<file path="config.mk">
export PLATFORM = sky130hd
export DESIGN_NAME = fetch_unit_flat
export DESIGN_NICKNAME = d
export VERILOG_FILES = /design/src/rtl/fetch_unit_pkg.sv /design/src/rtl/fetch_unit_if.sv /design/src/rtl/rca_16b.sv /design/src/rtl/fetch_unit.sv /design/src/flat_wrapper.sv
export SDC_FILE = /design/constraint.sdc
export NUM_CORES = 1
export LEC_CHECK = 0
export ABC_AREA = 1
export CELL_PAD_IN_SITES_DETAIL_PLACEMENT = 2
export CELL_PAD_IN_SITES_GLOBAL_PLACEMENT = 2
export CORE_ASPECT_RATIO = 1.5
export CORE_MARGIN = 3
export CORE_UTILIZATION = 26
export CTS_CLUSTER_DIAMETER = 60
export DETAILED_ROUTE_END_ITERATION = 10
export PLACE_DENSITY_LB_ADDON = 0.1
export SYNTH_ARGS = -nofsm -noshare
export SYNTH_HDL_FRONTEND = slang
export SYNTH_SLANG_ARGS = --single-unit
</file>
<file path="constraint.sdc">
create_clock -name clk -period 8.3 [get_ports clk]
set_input_delay 1.66 -clock clk [delete_from_list [all_inputs] [get_ports clk]]
set_output_delay 1.66 -clock clk [all_outputs]
set_load 0.1 [all_outputs]
</file>
<file path="src/rtl/fetch_unit_pkg.sv">
// fetch_pkg
// Shared constants and types for the WISC instruction-fetch stage.
//   fetch_state_e : fetch FSM state encoding (3 bits)
//   NOP_INSTR     : bubble instruction placed into IF/ID
//   HALT_OPC      : opcode field value of the HALT instruction
//   PC_STEP       : byte distance between consecutive instructions
//   alignPc       : forces a target address onto a halfword boundary
package fetch_pkg;

  typedef enum logic [2:0] {
    ST_FETCH   = 3'd0,
    ST_WAIT    = 3'd1,
    ST_SQUASH  = 3'd2,
    ST_PRESENT = 3'd3,
    ST_HALT    = 3'd4
  } fetch_state_e;

  localparam logic [15:0] NOP_INSTR = 16'h0800;
  localparam logic [4:0]  HALT_OPC  = 5'b00000;
  localparam logic [15:0] PC_STEP   = 16'd2;

  // Instructions are 16-bit, so bit 0 of any fetch address must be zero.
  function automatic logic [15:0] alignPc(input logic [15:0] addr);
    return {addr[15:1], 1'b0};
  endfunction

endpackage

</file>
<file path="src/rtl/fetch_unit_if.sv">
// fetch_unit_if
// Bundles the IF/ID handshake and the instruction-memory read port.
//   master : the fetch stage (drives memory request and IF/ID outputs)
//   slave  : the environment (hazard unit, decode, instruction memory)
// Signals:
//   Stall, Redirect, Redirect_PC      : control from hazard unit / decode
//   IMemData, IMemDone, IMemStall     : instruction memory response
//   IMemAddr, IMemRd                  : instruction memory request
//   instruct, PCInc, InstValid        : IF/ID payload
//   Halted, err                       : status
interface fetch_unit_if;
  logic        Stall;
  logic        Redirect;
  logic [15:0] Redirect_PC;
  logic [15:0] IMemData;
  logic        IMemDone;
  logic        IMemStall;
  logic [15:0] IMemAddr;
  logic        IMemRd;
  logic [15:0] instruct;
  logic [15:0] PCInc;
  logic        InstValid;
  logic        Halted;
  logic        err;

  modport master (
    input  Stall, Redirect, Redirect_PC, IMemData, IMemDone, IMemStall,
    output IMemAddr, IMemRd, instruct, PCInc, InstValid, Halted, err
  );

  modport slave (
    output Stall, Redirect, Redirect_PC, IMemData, IMemDone, IMemStall,
    input  IMemAddr, IMemRd, instruct, PCInc, InstValid, Halted, err
  );
endinterface

</file>
<file path="src/rtl/rca_16b.sv">
// rca_16b
// 16-bit ripple-carry adder.
//   A, B  : operands
//   C_in  : carry in
//   S     : sum
//   C_out : carry out of bit 15
module rca_16b (
  input  logic [15:0] A,
  input  logic [15:0] B,
  input  logic        C_in,
  output logic [15:0] S,
  output logic        C_out
);

  logic carry;

  // Carry ripples from bit 0 upward through a chain of full adders.
  always_comb begin
    carry = C_in;
    S     = '0;
    for (int i = 0; i < 16; i++) begin
      S[i]  = A[i] ^ B[i] ^ carry;
      carry = (A[i] & B[i]) | (carry & (A[i] ^ B[i]));
    end
    C_out = carry;
  end

endmodule

</file>
<file path="src/rtl/fetch_unit.sv">
// fetch_unit
// Instruction-fetch stage of the pipelined WISC core. Owns the PC, issues
// reads to the multi-cycle instruction memory and presents each fetched
// instruction with its PC+2 to decode. Accepts redirects from decode.
//   clk : clock
//   rst : synchronous active-high reset
//   bus : fetch_unit_if.master (memory request/response, IF/ID, status)
module fetch_unit
  import fetch_pkg::*;
(
  input  logic         clk,
  input  logic         rst,
  fetch_unit_if.master bus
);

  fetch_state_e state_q, state_d;
  logic [15:0]  pc_q, pc_d;
  logic [15:0]  instr_q, instr_d;
  logic [15:0]  pcInc_q, pcInc_d;
  logic         halted_q, halted_d;
  logic         err_q, err_d;

  logic [15:0]  pcPlus2;
  logic [15:0]  redirTarget;
  logic         unusedPcCarry;

  rca_16b pcAdder (
    .A     (pc_q),
    .B     (PC_STEP),
    .C_in  (1'b0),
    .S     (pcPlus2),
    .C_out (unusedPcCarry)
  );

  assign redirTarget = alignPc(bus.Redirect_PC);

  // A redirect in the same cycle cancels the request and hides a wrong-path
  // instruction, so these decode from state and Redirect directly.
  assign bus.IMemAddr  = pc_q;
  assign bus.IMemRd    = (state_q == ST_FETCH)   && !bus.Redirect;
  assign bus.InstValid = (state_q == ST_PRESENT) && !bus.Redirect;

  assign bus.instruct = instr_q;
  assign bus.PCInc    = pcInc_q;
  assign bus.Halted   = halted_q;
  assign bus.err      = err_q;

  always_ff @(posedge clk) begin
    if (rst) begin
      state_q  <= ST_FETCH;
      pc_q     <= '0;
      instr_q  <= NOP_INSTR;
      pcInc_q  <= '0;
      halted_q <= 1'b0;
      err_q    <= 1'b0;
    end else begin
      state_q  <= state_d;
      pc_q     <= pc_d;
      instr_q  <= instr_d;
      pcInc_q  <= pcInc_d;
      halted_q <= halted_d;
      err_q    <= err_d;
    end
  end

  always_comb begin
    state_d  = state_q;
    pc_d     = pc_q;
    instr_d  = instr_q;
    pcInc_d  = pcInc_q;
    halted_d = halted_q;
    err_d    = err_q;

    // Odd redirect targets are flagged but still followed (bit 0 dropped).
    // Once halted, redirects are ignored entirely.
    if (state_q != ST_HALT && bus.Redirect && bus.Redirect_PC[0]) begin
      err_d = 1'b1;
    end
    // Memory must only respond while a read is outstanding.
    if (bus.IMemDone && (state_q == ST_FETCH || state_q == ST_PRESENT ||
                         state_q == ST_HALT)) begin
      err_d = 1'b1;
    end

    case (state_q)
      ST_FETCH: begin
        if (bus.Redirect) begin
          pc_d = redirTarget;
        end else if (!bus.IMemStall) begin
          state_d = ST_WAIT;
        end
      end
      ST_WAIT: begin
        // A redirect makes the outstanding read wrong-path; if it has not
        // returned yet, SQUASH absorbs the late response.
        if (bus.Redirect) begin
          pc_d    = redirTarget;
          state_d = bus.IMemDone ? ST_FETCH : ST_SQUASH;
        end else if (bus.IMemDone) begin
          instr_d = bus.IMemData;
          pcInc_d = pcPlus2;
          pc_d    = pcPlus2;
          state_d = ST_PRESENT;
        end
      end
      ST_SQUASH: begin
        if (bus.Redirect) begin
          pc_d = redirTarget;
        end
        if (bus.IMemDone) begin
          state_d = ST_FETCH;
        end
      end
      ST_PRESENT: begin
        // The PC already points past this instruction, so a consumed
        // instruction simply returns to FETCH.
        if (bus.Redirect) begin
          instr_d = NOP_INSTR;
          pc_d    = redirTarget;
          state_d = ST_FETCH;
        end else if (!bus.Stall) begin
          if (instr_q[15:11] == HALT_OPC) begin
            halted_d = 1'b1;
            state_d  = ST_HALT;
          end else begin
            instr_d = NOP_INSTR;
            state_d = ST_FETCH;
          end
        end
      end
      ST_HALT: begin
        halted_d = 1'b1;
      end
      default: begin
        state_d = ST_FETCH;
      end
    endcase
  end

endmodule

</file>
<file path="src/flat_wrapper.sv">
// flat-port wrapper written by rule: the top's interface ports become plain ports
module fetch_unit_flat import fetch_pkg::*;
  (clk, rst, bus_Stall, bus_Redirect, bus_Redirect_PC, bus_IMemData, bus_IMemDone, bus_IMemStall, bus_IMemAddr, bus_IMemRd, bus_instruct, bus_PCInc, bus_InstValid, bus_Halted, bus_err);
  fetch_unit_if bus_i ();
  input  logic clk;
  input  logic rst;
  input wire logic [$bits(bus_i.Stall)-1:0] bus_Stall;
  input wire logic [$bits(bus_i.Redirect)-1:0] bus_Redirect;
  input wire logic [$bits(bus_i.Redirect_PC)-1:0] bus_Redirect_PC;
  input wire logic [$bits(bus_i.IMemData)-1:0] bus_IMemData;
  input wire logic [$bits(bus_i.IMemDone)-1:0] bus_IMemDone;
  input wire logic [$bits(bus_i.IMemStall)-1:0] bus_IMemStall;
  output wire logic [$bits(bus_i.IMemAddr)-1:0] bus_IMemAddr;
  output wire logic [$bits(bus_i.IMemRd)-1:0] bus_IMemRd;
  output wire logic [$bits(bus_i.instruct)-1:0] bus_instruct;
  output wire logic [$bits(bus_i.PCInc)-1:0] bus_PCInc;
  output wire logic [$bits(bus_i.InstValid)-1:0] bus_InstValid;
  output wire logic [$bits(bus_i.Halted)-1:0] bus_Halted;
  output wire logic [$bits(bus_i.err)-1:0] bus_err;
  assign bus_i.Stall = bus_Stall;
  assign bus_i.Redirect = bus_Redirect;
  assign bus_i.Redirect_PC = bus_Redirect_PC;
  assign bus_i.IMemData = bus_IMemData;
  assign bus_i.IMemDone = bus_IMemDone;
  assign bus_i.IMemStall = bus_IMemStall;
  assign bus_IMemAddr = bus_i.IMemAddr;
  assign bus_IMemRd = bus_i.IMemRd;
  assign bus_instruct = bus_i.instruct;
  assign bus_PCInc = bus_i.PCInc;
  assign bus_InstValid = bus_i.InstValid;
  assign bus_Halted = bus_i.Halted;
  assign bus_err = bus_i.err;
  fetch_unit u_core (.clk(clk), .rst(rst), .bus(bus_i));
endmodule
</file>
Word-level counts from Yosys, hierarchy flattened
Cells that the tools add are included.
Word-level totals
  input port bits: 38
  bits in read-only memories: 0
  RAM bits: 0
  register bits: 53
  logic and storage cells: 102
  latch bits: 0
  memories: 0
Cells by class
  divide/modulo/power cells: 0
  equality and inequality tests: 18
  multipliers: 0
  order comparisons: 0
  shifts and indexed selects: 0
  mux-type cells: 26
  add/sub/neg operators: 0
  bitwise operators: 30
  reductions and logical operators: 21
Operators by type and width (count)
  16-bit two-way mux: 8
  16-bit one-hot mux with 2 select lines: 2
  3-bit two-way mux: 8
  2-bit inequality test (second input constant): 9
  3-bit one-hot mux with 5 select lines: 1
  1-bit XOR: 14
  1-bit AND: 13
  3-bit inequality test (second input constant): 4
  3-bit AND reduction: 3
  2-bit nonzero test: 4
  3-bit by 2-bit == test with 1-bit output (second input constant): 2
  6-bit AND reduction: 1
  1-bit logical AND: 5
  5-bit logical NOT: 1
  1-bit two-way mux: 5
  5-bit AND reduction: 1
  4-bit AND reduction: 1
  3-bit by 1-bit == test with 1-bit output (second input constant): 1
  3-bit == test (second input constant): 1
  3-bit logical NOT: 1
  1-bit NOT: 3
  3-bit OR reduction: 1
  1-bit logical OR: 2
  2-bit two-way mux: 1
  other kinds (3): 3

Depth between registers and ports, before layout
Gate-level depths: netlist (run 1).
  depth after elaboration: 17
  gate-level depth with buffers: 17

Cells and area by module
From an unflattened synthesis (run 1), not the netlist that was laid out.
Second synthesis, totals
  cells, all modules: 429
  area, all modules: 2997.9 um^2
Modules (own cells, without submodules)
  fetch_unit: cells each 403, area each 2640.0 um^2, instances 1
  rca_16b: cells each 26, area each 357.8 um^2, instances 1

Least setup slack after synthesis (run 1)
Ideal clock, no wire load.
  path kind: input -> output
  start point: input port bus_Redirect
  end point: output port bus_IMemRd
  data arrival time: 3.086 ns
  stages: 2
  setup slack: 3.554 ns
  required time: 6.640 ns
  cell sequence: buf_4 -> nor2_1
Between the ends
  word-level cells in the longest chain between the ends: 2
RTL lines
  from (decl): line flat_wrapper.sv:8  | input wire logic [$bits(bus_i.Redirect)-1:0] bus_Redirect;
  1-bit logical NOT: line fetch_unit.sv:40  | assign bus.IMemRd = (state_q == ST_FETCH) && !bus.Redirect;
  1-bit logical AND: line fetch_unit.sv:40
  to (decl): line flat_wrapper.sv:14  | output wire logic [$bits(bus_i.IMemRd)-1:0] bus_IMemRd;
No other way between the ends.

Worst setup path in the final report (run 1)
  start point: input port bus_Redirect
  end point: output port bus_InstValid
Between the ends
  word-level cells in the longest chain between the ends: 2
RTL lines
  1-bit logical NOT: line fetch_unit.sv:41  | assign bus.InstValid = (state_q == ST_PRESENT) && !bus.Redirect;
  1-bit logical AND: line fetch_unit.sv:41
  to (decl): line flat_wrapper.sv:17  | output wire logic [$bits(bus_i.InstValid)-1:0] bus_InstValid;
No other way between the ends.

==> results of run 1 <==
[flip-flops by register name, indices dropped and copies added, names as in the netlist]
register and cells:
u_core.bus.IMemAddr 15, u_core.bus.err 1, u_core.bus.PCInc 15, u_core.bus.instruct 16
u_core.state_q 3, u_core.bus.Halted 1
[how the worst min path moves through the flow]
| stage | from | to | slack (ns) | cells after the start |
|---|---|---|---|---|
| 2_1_floorplan | u_core.state_q[0] | u_core.state_q[0] | 0.66 | 4 |
| 3_3_place_gp | u_core.bus.Halted | u_core.bus.Halted | 0.44 | 2 |
| 3_5_place_dp | u_core.bus.Halted | u_core.bus.Halted | 0.46 | 2 |
| 4_1_cts | u_core.bus.Halted | u_core.bus.Halted | 0.47 | 2 |
| 5_1_grt | u_core.bus.Halted | u_core.bus.Halted | 0.49 | 2 |
| 6_report | u_core.bus.Halted | u_core.bus.Halted | 0.46 | 2 |
[cell type report]
cell class | instances | area, sq um
clock buffers | 5 | 125
clock inverters | 3 | 47.5
fillers | 1080 | 5800
inverters | 31 | 116
multi-input cells | 257 | 1290
flip-flops and latches | 51 | 1020
well taps | 112 | 140
repair buffers | 88 | 878
[Yosys cell counts]
cell | count | share of area, %
nand2_2 | 6 | 1.5
clkbuf_2 | 1 | 0.20
nand3_1 | 19 | 3.7
conb_1 | 1 | 0.15
or2_2 | 1 | 0.25
nor3_4 | 1 | 0.64
dfxtp_1 | 51 | 40
nand3_4 | 1 | 0.69
buf_4 | 7 | 2.1
nor3_1 | 1 | 0.20
clkinv_1 | 1 | 0.15
nand4_1 | 3 | 0.74
inv_2 | 3 | 0.44
o21ai_0 | 35 | 6.9
nor2_1 | 64 | 9.4
o21ai_1 | 9 | 1.8
clkbuf_1 | 6 | 0.89
ha_1 | 13 | 6.4
a31oi_1 | 1 | 0.25
inv_1 | 27 | 4.0
nor2_4 | 4 | 1.8
o211ai_1 | 1 | 0.30
a21oi_1 | 30 | 5.9
xnor2_1 | 1 | 0.34
buf_2 | 3 | 0.59
and2_1 | 1 | 0.25
nand2_1 | 64 | 9.4
buf_6 | 2 | 0.89
[worst register-to-register path: stages, from the launching register on]
cell and delay, ns:
dfxtp_1 0.36, ha_1 0.23, ha_1 0.18, ha_1 0.20
ha_1 0.20, ha_1 0.19, ha_1 0.18, ha_1 0.20
ha_1 0.20, ha_1 0.19, ha_1 0.20, ha_1 0.18
ha_1 0.18, ha_1 0.18, xnor2_1 0.22, o21ai_0 0.14
o21ai_0 0.15, inv_1 0.05
[per-layer routing]
metal  share of wire, %  vias to the layer above
met1                 39                     1239
met4                1.3                        0
met2                 55                       57
met5                  0                        -
met3                4.1                        6
li1                   -                     1303
[stage by stage]
stage / utilization, % / instances / instance area [sq um] / total power (uW) / hold slack (ns)
after floorplan: - / 358 / 2550 / 464 / 0.656
after global placement: 36.6 / 539 / 3450 / 531 / 0.438
after detailed placement: 36.6 / 539 / 3450 / 534 / 0.459
after CTS: 38.4 / 547 / 3620 / 784 / 0.471
after global routing: 38.4 / 547 / 3620 / 809 / 0.487
final: 38.4 / 547 / 3620 / 771 / 0.464
[cells in the final DEF, fill, tap and decap left out, drive strengths merged, types with 5 or more instances in the layout]
cell / count
clkdlybuf4s50: 87
nand2: 70
nor2: 68
dfxtp: 51
o21ai: 44
inv: 31
a21oi: 30
nand3: 20
ha: 13
clkbuf: 5
[cells by family (layout without fill, tap and decap cells)]
kind of cell	count (synthesis)	after routing	synth area share [%]
compound gates	76	76	15.1
xor+xnor	1	1	0.345
fa+ha+maj	13	13	6.40
buf+inv	50	127	9.20
flops	51	51	40.2
other cells	1	2	0.147
simple gates	165	165	28.6
[power breakdown]
part           internal (uW)  total (uW)  switching (uW)
combinational           65.3         251             186
clock                    144         245             101
sequential               262         274            12.6
==> metrics.md, run 1 <==
| Metric | Value |
|---|---|
| Reg2reg end | u_core.bus.IMemAddr[15] |
| Starting DRC count in detailed routing | 89 |
| Mapped Area | 2540 sq um |
| Clk pin slew, worst setup/hold paths | 0.07 ns |
| Max VDD drop | 0.0828 mV |
| CTS tree | done |
| Clk sinks | 51 |
| Vias per inst | 4.76 |
| Critical path capture point type | output port |
| Mapped Cells | 357 |
| Max Clock Freq | 0.187 GHz |
| Critical path startpoint category | primary input |
| Met2 Usage GRT | 31.4% |
| Largest stage delay on the critical path | 1.15 ns |
| Count of hold-fix buffers inserted at cts | 0 |
| Critical path data arrival time | 3.69 ns |
| Sequential area share after synthesis | 40.2% |
| Via count | 2,605 |
| Final Worst Setup Slack | 2.95 ns |
| Status | finished clean |
| Cts bufs inserted | 5 |
| Remaining Overflow, GRT | 0 |
| Antenna Nets Post-Route | 0 |
| FF+latch count, synth | 51 |
| Post-CTS setup buffer count | 0 |
| Worst-skew pair later-pin latency | 0.30 ns |
| Area grow syn2layout | 42.4% |
| Num ports | 90 |
| Worst setup path endpoint | bus_InstValid |
| Worst clock skew | 0.00986 ns |
| Root buffer cell | clkbuf_16 |
| Final routed DRC violation total | 0 |
| Initial antenna violation count | 0 |
| Top Family by Delay on Critical Path | buffers and inverters |
| WP depth | 3 |
| Setup tns final | 0 ns |
| Syn. warnings | 0 |
| DP Wirelength | 6.35 mm |
| Final setup violation count | 0 |
| CP most frequent cell | clkdlybuf4s50_1 |
| GRT met1 Usage | 17.7% |
| Chip height | 127 um |
| Die Area | 11,000 sq um |
| Vias in the first global route | 2,823 |
| Critical path's slowest cell | clkdlybuf4s50_1 |
| Core Footprint | 9420 sq um |
| Distinct cell type count after synthesis | 28 |
| Global-route wire length before repair | 14.2 mm |
| CP Class | primary input to output port |
| PortBufs | 87 |
| Worst Tran Pin Value | 1.02 ns |
| Global Route Usage Sum | 16.3% |
| Cell area power density | 213 nW/um^2 |
| Clk buf depth | 2 |
| CP Buf/Inv Count | 2 |
| Pleak | 0.00158 uW |
| WL/cell | 15.6 um |
| Site Rows | 43 |
| Largest net degree at the start of global routing | 29 |
| N_diodes | 0 |
| Busiest grt layer | met2 |
| Unrepaired setup endpoints after global routing | false |
| Drt pass-1 iters | 4 |
| Critical Path Source | bus_Redirect |
| Final hold vios | 0 |
| Origin of the critical flop-to-flop path | u_core.bus.IMemAddr[1] |
| Critical path data required time | 6.64 ns |
| Layout cells sized above 1 | 5.75% |
| H-tree Lvls | 2 |
| Worst-path fanout max | 10 |
| Slew margin rel. | 32.0% |
| CP cell instances | clkdlybuf4s50_1 > nor2_1 > clkdlybuf4s50_1 |
| Worst R2R Path Depth | 17 |
| Hold crit path type | register to register |
| Starting Density | 27.0% |
| Met3 Track Usage GR | 3.10% |
| Final GP Congestion | 0.726 |
| Post-Synthesis Mean Instance Area | 7.12 sq um |
| Max-slew violations | 0 |
| Max-cap viol count | 0 |
| DP Worst Slack | 2.90 ns |
| R2R setup slack | 4.75 ns |
| Nets@finish | 485 |
| Post-cts sizing count | 0 |
| Tcrit/Tclk final | 64.5% |
| Die width | 86.7 um |
| Crit path time final | 5.35 ns |
| WL final | 8.56 mm |
Note: power is estimated with default switching activity, not from simulation.
==> run 2, diff against run 1 <==
CORE_UTILIZATION = 21   (was 26)
clock period = 4.9 ns   (was 8.3 ns; I/O delays follow)
==> run 2 against run 1 <==
Compared with the run above:
- combinational power up 71%
- via count down 0.15%
- global-route usage down 2.1 points
- core utilization down 7.0 points
- critical path type is now register to register
- largest cell class unchanged
==> metrics.md, run 2 (same netlist as run 1, synthesis figures left out) <==
| Metric | Value |
|---|---|
| Starting DRC count in detailed routing | 44 (-51%) |
| Internal power | 760 uW (+61%) |
| Layout cells sized above 1 | 6.64% (+0.89 points) |
| Antenna Nets Post-Route | 0 (unchanged) |
| Largest net degree at the start of global routing | 41 (+41%) |
| Clk buf depth | 2 (unchanged) |
| Tcrit/Tclk final | 68.1% |
| Vias in the first global route | 2,844 (+0.74%) |
| Worst R2R Path Depth | 17 (unchanged) |
| Reg2reg end | u_core.bus.IMemAddr[15] |
| CP cell instances | ha_1 > ha_1 > ha_1 > ha_1 > ha_1 > ha_1 > ha_1 > ha_1 > ha_1 > ha_1 > ha_1 > ha_1 > ha_1 > xnor2_1 > o21ai_0 > o21ai_0 > inv_1 |
| Clk pwr share | 29.5% (-2.3 points) |
| Num ports | 90 (unchanged) |
| Worst Hold End | u_core.bus.Halted |
| Initial antenna violation count | 0 (unchanged) |
| Worst-path fanout max | 5 (-5) |
| Remaining Overflow, GRT | 0 (unchanged) |
| Area grow syn2layout | 43.9% |
| Max Clock Freq | 0.300 GHz |
| CTS tree | done |
| Clk pin slew, worst setup/hold paths | 0.07 ns (about the same) |
| Core Footprint | 11,700 sq um (+24%) |
| Hold crit path type | register to register |
| Metal3 WL | 378 um (+6.5%) |
| Largest stage delay on the critical path | 0.35 ns (-0.80 ns) |
| Site Rows | 48 (+12%) |
| Critical path data required time | 5.09 ns (-1.55 ns) |
| N_diodes | 0 (unchanged) |
| Pleak | 0.00158 uW (+0.13%) |
| Worst clock skew | 0.00533 ns (-0.00453 ns) |
| WL final | 9.23 mm (+7.8%) |
| Worst-skew pair later-pin latency | 0.30 ns (about the same) |
| Final setup violation count | 0 (unchanged) |
| Slew margin rel. | 31.8% (-0.20 points) |
| Nets@finish | 487 (+0.41%) |
| Global-route wire length before repair | 14.8 mm (+4.1%) |
| CP Class | register to register |
| Top Family by Delay on Critical Path | adder cells |
| DP Wirelength | 6.89 mm (+8.4%) |
| WL met1 | 3.74 mm (+11%) |
| Vias per inst | 4.43 (-7.0%) |
| CP most frequent cell | ha_1 |
| Final routed DRC violation total | 0 (unchanged) |
| Origin of the critical flop-to-flop path | u_core.bus.IMemAddr[1] |
| H-tree Lvls | 2 (unchanged) |
| Tot Pwr | 1270 uW (+65%) |
| Count of hold-fix buffers inserted at cts | 0 (unchanged) |
| Critical path data arrival time | 3.53 ns (-0.16 ns) |
| Hold depth | 2 (unchanged) |
| Critical path's slowest cell | dfxtp_1 |
| Leading cell type in the layout, fill and taps excluded | clkdlybuf4s50_1 |
| Crit path time final | 3.34 ns |
| Max-slew violations | 0 (unchanged) |
| CP Buf/Inv Count | 1 (-1) |
| Final GP Congestion | 0.766 (+5.5%) |
| PortBufs | 87 (unchanged) |
| Clk sinks | 51 (unchanged) |
| Seq pwr share | 36.7% (+1.1 points) |
| Max FFs per register | 16 (unchanged) |
| Post-cts sizing count | 0 (unchanged) |
| Post-CTS setup buffer count | 0 (unchanged) |
| Die width | 95.8 um (+10%) |
| Drt pass-1 iters | 4 (unchanged) |
| Chip height | 141 um (+11%) |
| Combinational power share | 33.8% (+1.2 points) |
| WL/cell | 15.7 um (+0.46%) |
| Switching power | 511 uW (+70%) |
| Sw Ratio | 40.2% (+1.3 points) |
| R2R setup slack | 1.56 ns (-3.19 ns) |
| Starting Density | 21.8% (-5.2 points) |
| Root buffer cell | clkbuf_16 |
| Critical path startpoint category | register |
| Worst Tran Pin Value | 1.02 ns (+0.00296 ns) |
| Most frequent cells in the layout | clkdlybuf4s50_1, nor2_1, nand2_1 |
| Max VDD drop | 0.130 mV (+57%) |
| Via count | 2,601 (-0.15%) |
| Final hold vios | 0 (unchanged) |
| Status | finished clean |
| Cell area power density | 347 nW/um^2 (+63%) |
| Cts bufs inserted | 5 (unchanged) |
| Max-cap viol count | 0 (unchanged) |
| Met2 WL | 4.99 mm (+5.7%) |
| Unrepaired setup endpoints after global routing | false |
| Critical path capture point type | register |
| HP Start | u_core.bus.Halted |
| Die Area | 13,500 sq um (+22%) |
| Global Route Usage Sum | 14.2% (-2.1 points) |
| Highest layer used for signal routing | met4 |
| Setup tns final | 0 ns (unchanged) |
-- run 2: cell types whose count changed in the layout (fill, tap and decap cells not counted) --
cell             before  now
inv_6                 1    0
clkbuf_8              0    1
clkinvlp_4            0    1
buf_4                 1    5
bufinv_16             1    0
clkdlybuf4s50_1      87   85
-- run 2: tightest hold or removal path, stage by stage, from the launching register on --
cell and delay (ns):
dfxtp_1 0.31, inv_1 0.05, a21oi_1 0.05
-- run 2: routing by layer --
metal  GRT usage, %  vias to the layer above
met5              0                        -
met3           2.62                        6
li1               -                     1304
met2           26.8                       58
met4           4.05                        0
met1           15.7                     1233
-- run 2: cell type report --
type | count | area (sq um)
Tap cell | 150 | 188
Clock inverter | 2 | 16.3
Sequential cell | 51 | 1020
Fill cell | 1394 | 7990
Timing Repair Buffer | 90 | 888
Inverter | 31 | 116
Clock buffer | 6 | 139
Multi-Input combinational cell | 257 | 1290
-- run 2: stage by stage --
stage / area, sq um / utilization, % / std cells / setup WS [ns] / hold slack (ns)
after floorplan: 2550 / - / 358 / 1.23 / 0.656
after global placement: 3500 / 30.1 / 579 / 1.66 / 0.438
after detailed placement: 3500 / 30.1 / 579 / 1.54 / 0.458
after CTS: 3660 / 31.4 / 587 / 1.51 / 0.469
after global routing: 3660 / 31.4 / 587 / 1.33 / 0.498
final: 3660 / 31.4 / 587 / 1.56 / 0.455
-- run 2: power groups by stage --
stage / registers (uW) / clock network [uW] / logic, uW
final: 466 / 374 / 430
after global routing: 472 / 410 / 460
after CTS: 468 / 395 / 437
after detailed placement: 477 / 0 / 436
after global placement: 477 / 0 / 431
after floorplan: 668 / 0 / 119
-- run 2: worst max path at each step --
stage	start	endpoint	slack, ns	cells after the start
after floorplan	u_core.bus.IMemAddr[1]	u_core.bus.IMemAddr[15]	1.23	17
after global placement	u_core.bus.IMemAddr[1]	u_core.bus.IMemAddr[15]	1.66	17
after detailed placement	u_core.bus.IMemAddr[1]	u_core.bus.IMemAddr[15]	1.54	17
after CTS	u_core.bus.IMemAddr[1]	u_core.bus.IMemAddr[15]	1.51	17
after global routing	u_core.bus.IMemAddr[1]	u_core.bus.IMemAddr[15]	1.33	17
final	u_core.bus.IMemAddr[1]	u_core.bus.IMemAddr[15]	1.56	17
==> run 3, diff against run 2 <==
clock period = 2.9 ns   (was 4.9 ns; I/O delays follow)
==> run 3 against run 2 <==
Compared with the run above:
- critical path depth stayed put
- clock power increased by 93%
- cell area up 4.9%
- sequential cell count did not move
- final cell count up 1.4%
- largest cell class unchanged
- largest power group unchanged
- highest routed layer unchanged
==> metrics.md, run 3 (same netlist as run 1, synthesis figures left out) <==
| Metric | Value |
|---|---|
| WL final | 9.71 mm (+5.2%) |
| H-tree Lvls | 2 (unchanged) |
| Die width | 95.8 um (unchanged) |
| Layout cells sized above 1 | 23.4% (+17 points) |
| Final GP Congestion | 0.772 (+0.82%) |
| Sw Ratio | 40.0% (-0.20 points) |
| Tcrit/Tclk final | 99.7% (+32 points) |
| Die Area | 13,500 sq um (unchanged) |
| Max VDD drop | 0.303 mV (+130%) |
| N_diodes | 0 (unchanged) |
| Final routed DRC violation total | 0 (unchanged) |
| Hold crit path type | register to register |
| Site Rows | 48 (unchanged) |
| Core Footprint | 11,700 sq um (unchanged) |
| CP Class | register to register |
| Vias in the first global route | 2,904 (+2.1%) |
| Starting DRC count in detailed routing | 65 (+48%) |
| Initial antenna violation count | 0 (unchanged) |
| Origin of the critical flop-to-flop path | u_core.bus.IMemAddr[2] |
| HP Start | u_core.bus.Halted |
| Status | finished clean |
| Placed Instances | 585 (+1.0%) |
| Worst-skew pair later-pin latency | 0.30 ns (about the same) |
| Worst-path fanout max | 2 (-3) |
| Hold depth | 2 (unchanged) |
| PortBufs | 87 (unchanged) |
| Internal power | 1360 uW (+79%) |
| Clk sinks | 51 (unchanged) |
| Pleak | 0.00170 uW (+7.6%) |
| Global-route wire length before repair | 15.3 mm (+4.0%) |
| Drt pass-1 iters | 4 (unchanged) |
| Max FFs per register | 16 (unchanged) |
| DP Wirelength | 7.35 mm (+6.7%) |
| Reg2reg end | u_core.bus.IMemAddr[14] |
| Max Clock Freq | 0.346 GHz (+15%) |
| Clk pin slew, worst setup/hold paths | 0.08 ns (about the same) |
| Worst Hold End | u_core.bus.Halted |
| Chip height | 141 um (unchanged) |
| Tot Pwr | 2270 uW (+78%) |
| Unrepaired setup endpoints after global routing | true |
| Combinational power share | 32.9% (-0.9 points) |
| Clk pwr share | 31.9% (+2.4 points) |
| Max-cap viol count | 0 (unchanged) |
| Antenna Nets Post-Route | 0 (unchanged) |
| Cts bufs inserted | 5 (unchanged) |
| Largest net degree at the start of global routing | 36 (-12%) |
| Critical path startpoint category | register |
| Clk buf depth | 2 (unchanged) |
| Num ports | 90 (unchanged) |
| Switching power | 906 uW (+77%) |
| Remaining Overflow, GRT | 0 (unchanged) |
| Area grow syn2layout | 50.9% |
| Nets@finish | 495 (+1.6%) |
| Via count | 2,702 (+3.9%) |
| Final hold vios | 0 (unchanged) |
| Worst clock skew | 0.00737 ns (+0.00204 ns) |
| Final setup violation count | 0 (unchanged) |
| CTS tree | done |
| Cell area power density | 590 nW/um^2 (+70%) |
| Seq pwr share | 35.2% (-1.5 points) |
| Most frequent cells in the layout | nor2_1, nand2_1, buf_4 |
| Finished Core Util | 32.9% (+1.5 points) |
| Starting Density | 21.8% (unchanged) |
| WL/cell | 16.3 um (+3.8%) |
| Critical path capture point type | register |
| R2R setup slack | 0.009 ns (-1.55 ns) |
| Cell Count, Final, Fillers Out | 595 (+1.4%) |
| Critical path data required time | 3.13 ns (-1.96 ns) |
| Setup tns final | 0 ns (unchanged) |
| Hold Worst Slack | 0.465 ns (+0.00971 ns) |
| Max-slew violations | 0 (unchanged) |
| Global Route Usage Sum | 14.9% (+0.62 points) |
| Root buffer cell | clkbuf_16 |
| Vias per inst | 4.54 (+2.5%) |
| Critical path data arrival time | 3.12 ns (-0.41 ns) |
| Crit path time final | 2.89 ns (-0.446 ns) |
| Worst R2R Path Depth | 17 (unchanged) |
[run 3: repair_timing]
| item | in CTS | in global routing |
|---|---|---|
| resized for setup | 1 | 1 |
| pin swaps | 0 | 1 |
| hold buffers | 0 | 0 |
| setup buffers | 2 | 0 |
| endpoints found under the setup margin | 2 | 2 |
[run 3: power by group through the flow]
| stage | clock network (uW) | registers [uW] | logic (uW) |
|---|---|---|---|
| 2_1_floorplan | 0 | 1140 | 208 |
| 3_3_place_gp | 0 | 815 | 738 |
| 3_5_place_dp | 0 | 817 | 747 |
| 4_1_cts | 751 | 799 | 756 |
| 5_1_grt | 780 | 806 | 796 |
| 6_report | 723 | 798 | 744 |
[run 3: worst max path at each step]
stage | start | to | slack, ns
5_1_grt | u_core.bus.IMemAddr[2] | u_core.bus.IMemAddr[14] | -0.11
4_1_cts | u_core.bus.IMemAddr[2] | u_core.bus.IMemAddr[15] | -0.02
2_1_floorplan | u_core.bus.IMemAddr[1] | u_core.bus.IMemAddr[15] | -0.04
6_report | u_core.bus.IMemAddr[2] | u_core.bus.IMemAddr[14] | 0.009
3_3_place_gp | u_core.bus.IMemAddr[1] | u_core.bus.IMemAddr[15] | 0.06
3_5_place_dp | u_core.bus.IMemAddr[1] | u_core.bus.IMemAddr[15] | -0.01
[run 3: area by class of cell]
cell class                 instances  area [sq um]
sequential                        51          1030
multi-input combinational        257          1480
inverter                          31           116
clock buffer                       5           125
tap                              150           188
fill                            1382          7810
timing repair buffer              98           853
clock inverter                     3          47.5
[run 3: per-layer routing]
metal,vias to the layer above,part of all wire [%],GRT usage [%]
met2,66,57,28.2
met3,11,4.8,3.04
met1,1302,36,15.2
li1,1323,-,-
met5,-,0,0
met4,0,2.5,6.07
[run 3: metrics by stage]
stage | area [sq um] | setup slack, ns
final | 3840 | 0.00900
after global routing | 3840 | -0.110
after CTS | 3830 | -0.0242
after detailed placement | 3630 | -0.0127
after global placement | 3630 | 0.0643
after floorplan | 2730 | -0.0398
[run 3: worst max-delay path, cell delays in order, from the launching register on]
cell and delay, ns:
dfxtp_4 0.36, ha_4 0.16, ha_4 0.16, ha_4 0.16, ha_4 0.15, ha_4 0.15, ha_4 0.15, ha_4 0.15
ha_4 0.15, ha_4 0.15, ha_4 0.16, ha_4 0.15, ha_4 0.15, ha_4 0.26, nand4_1 0.08, nand2_1 0.07
nand2_1 0.06, a21oi_2 0.13
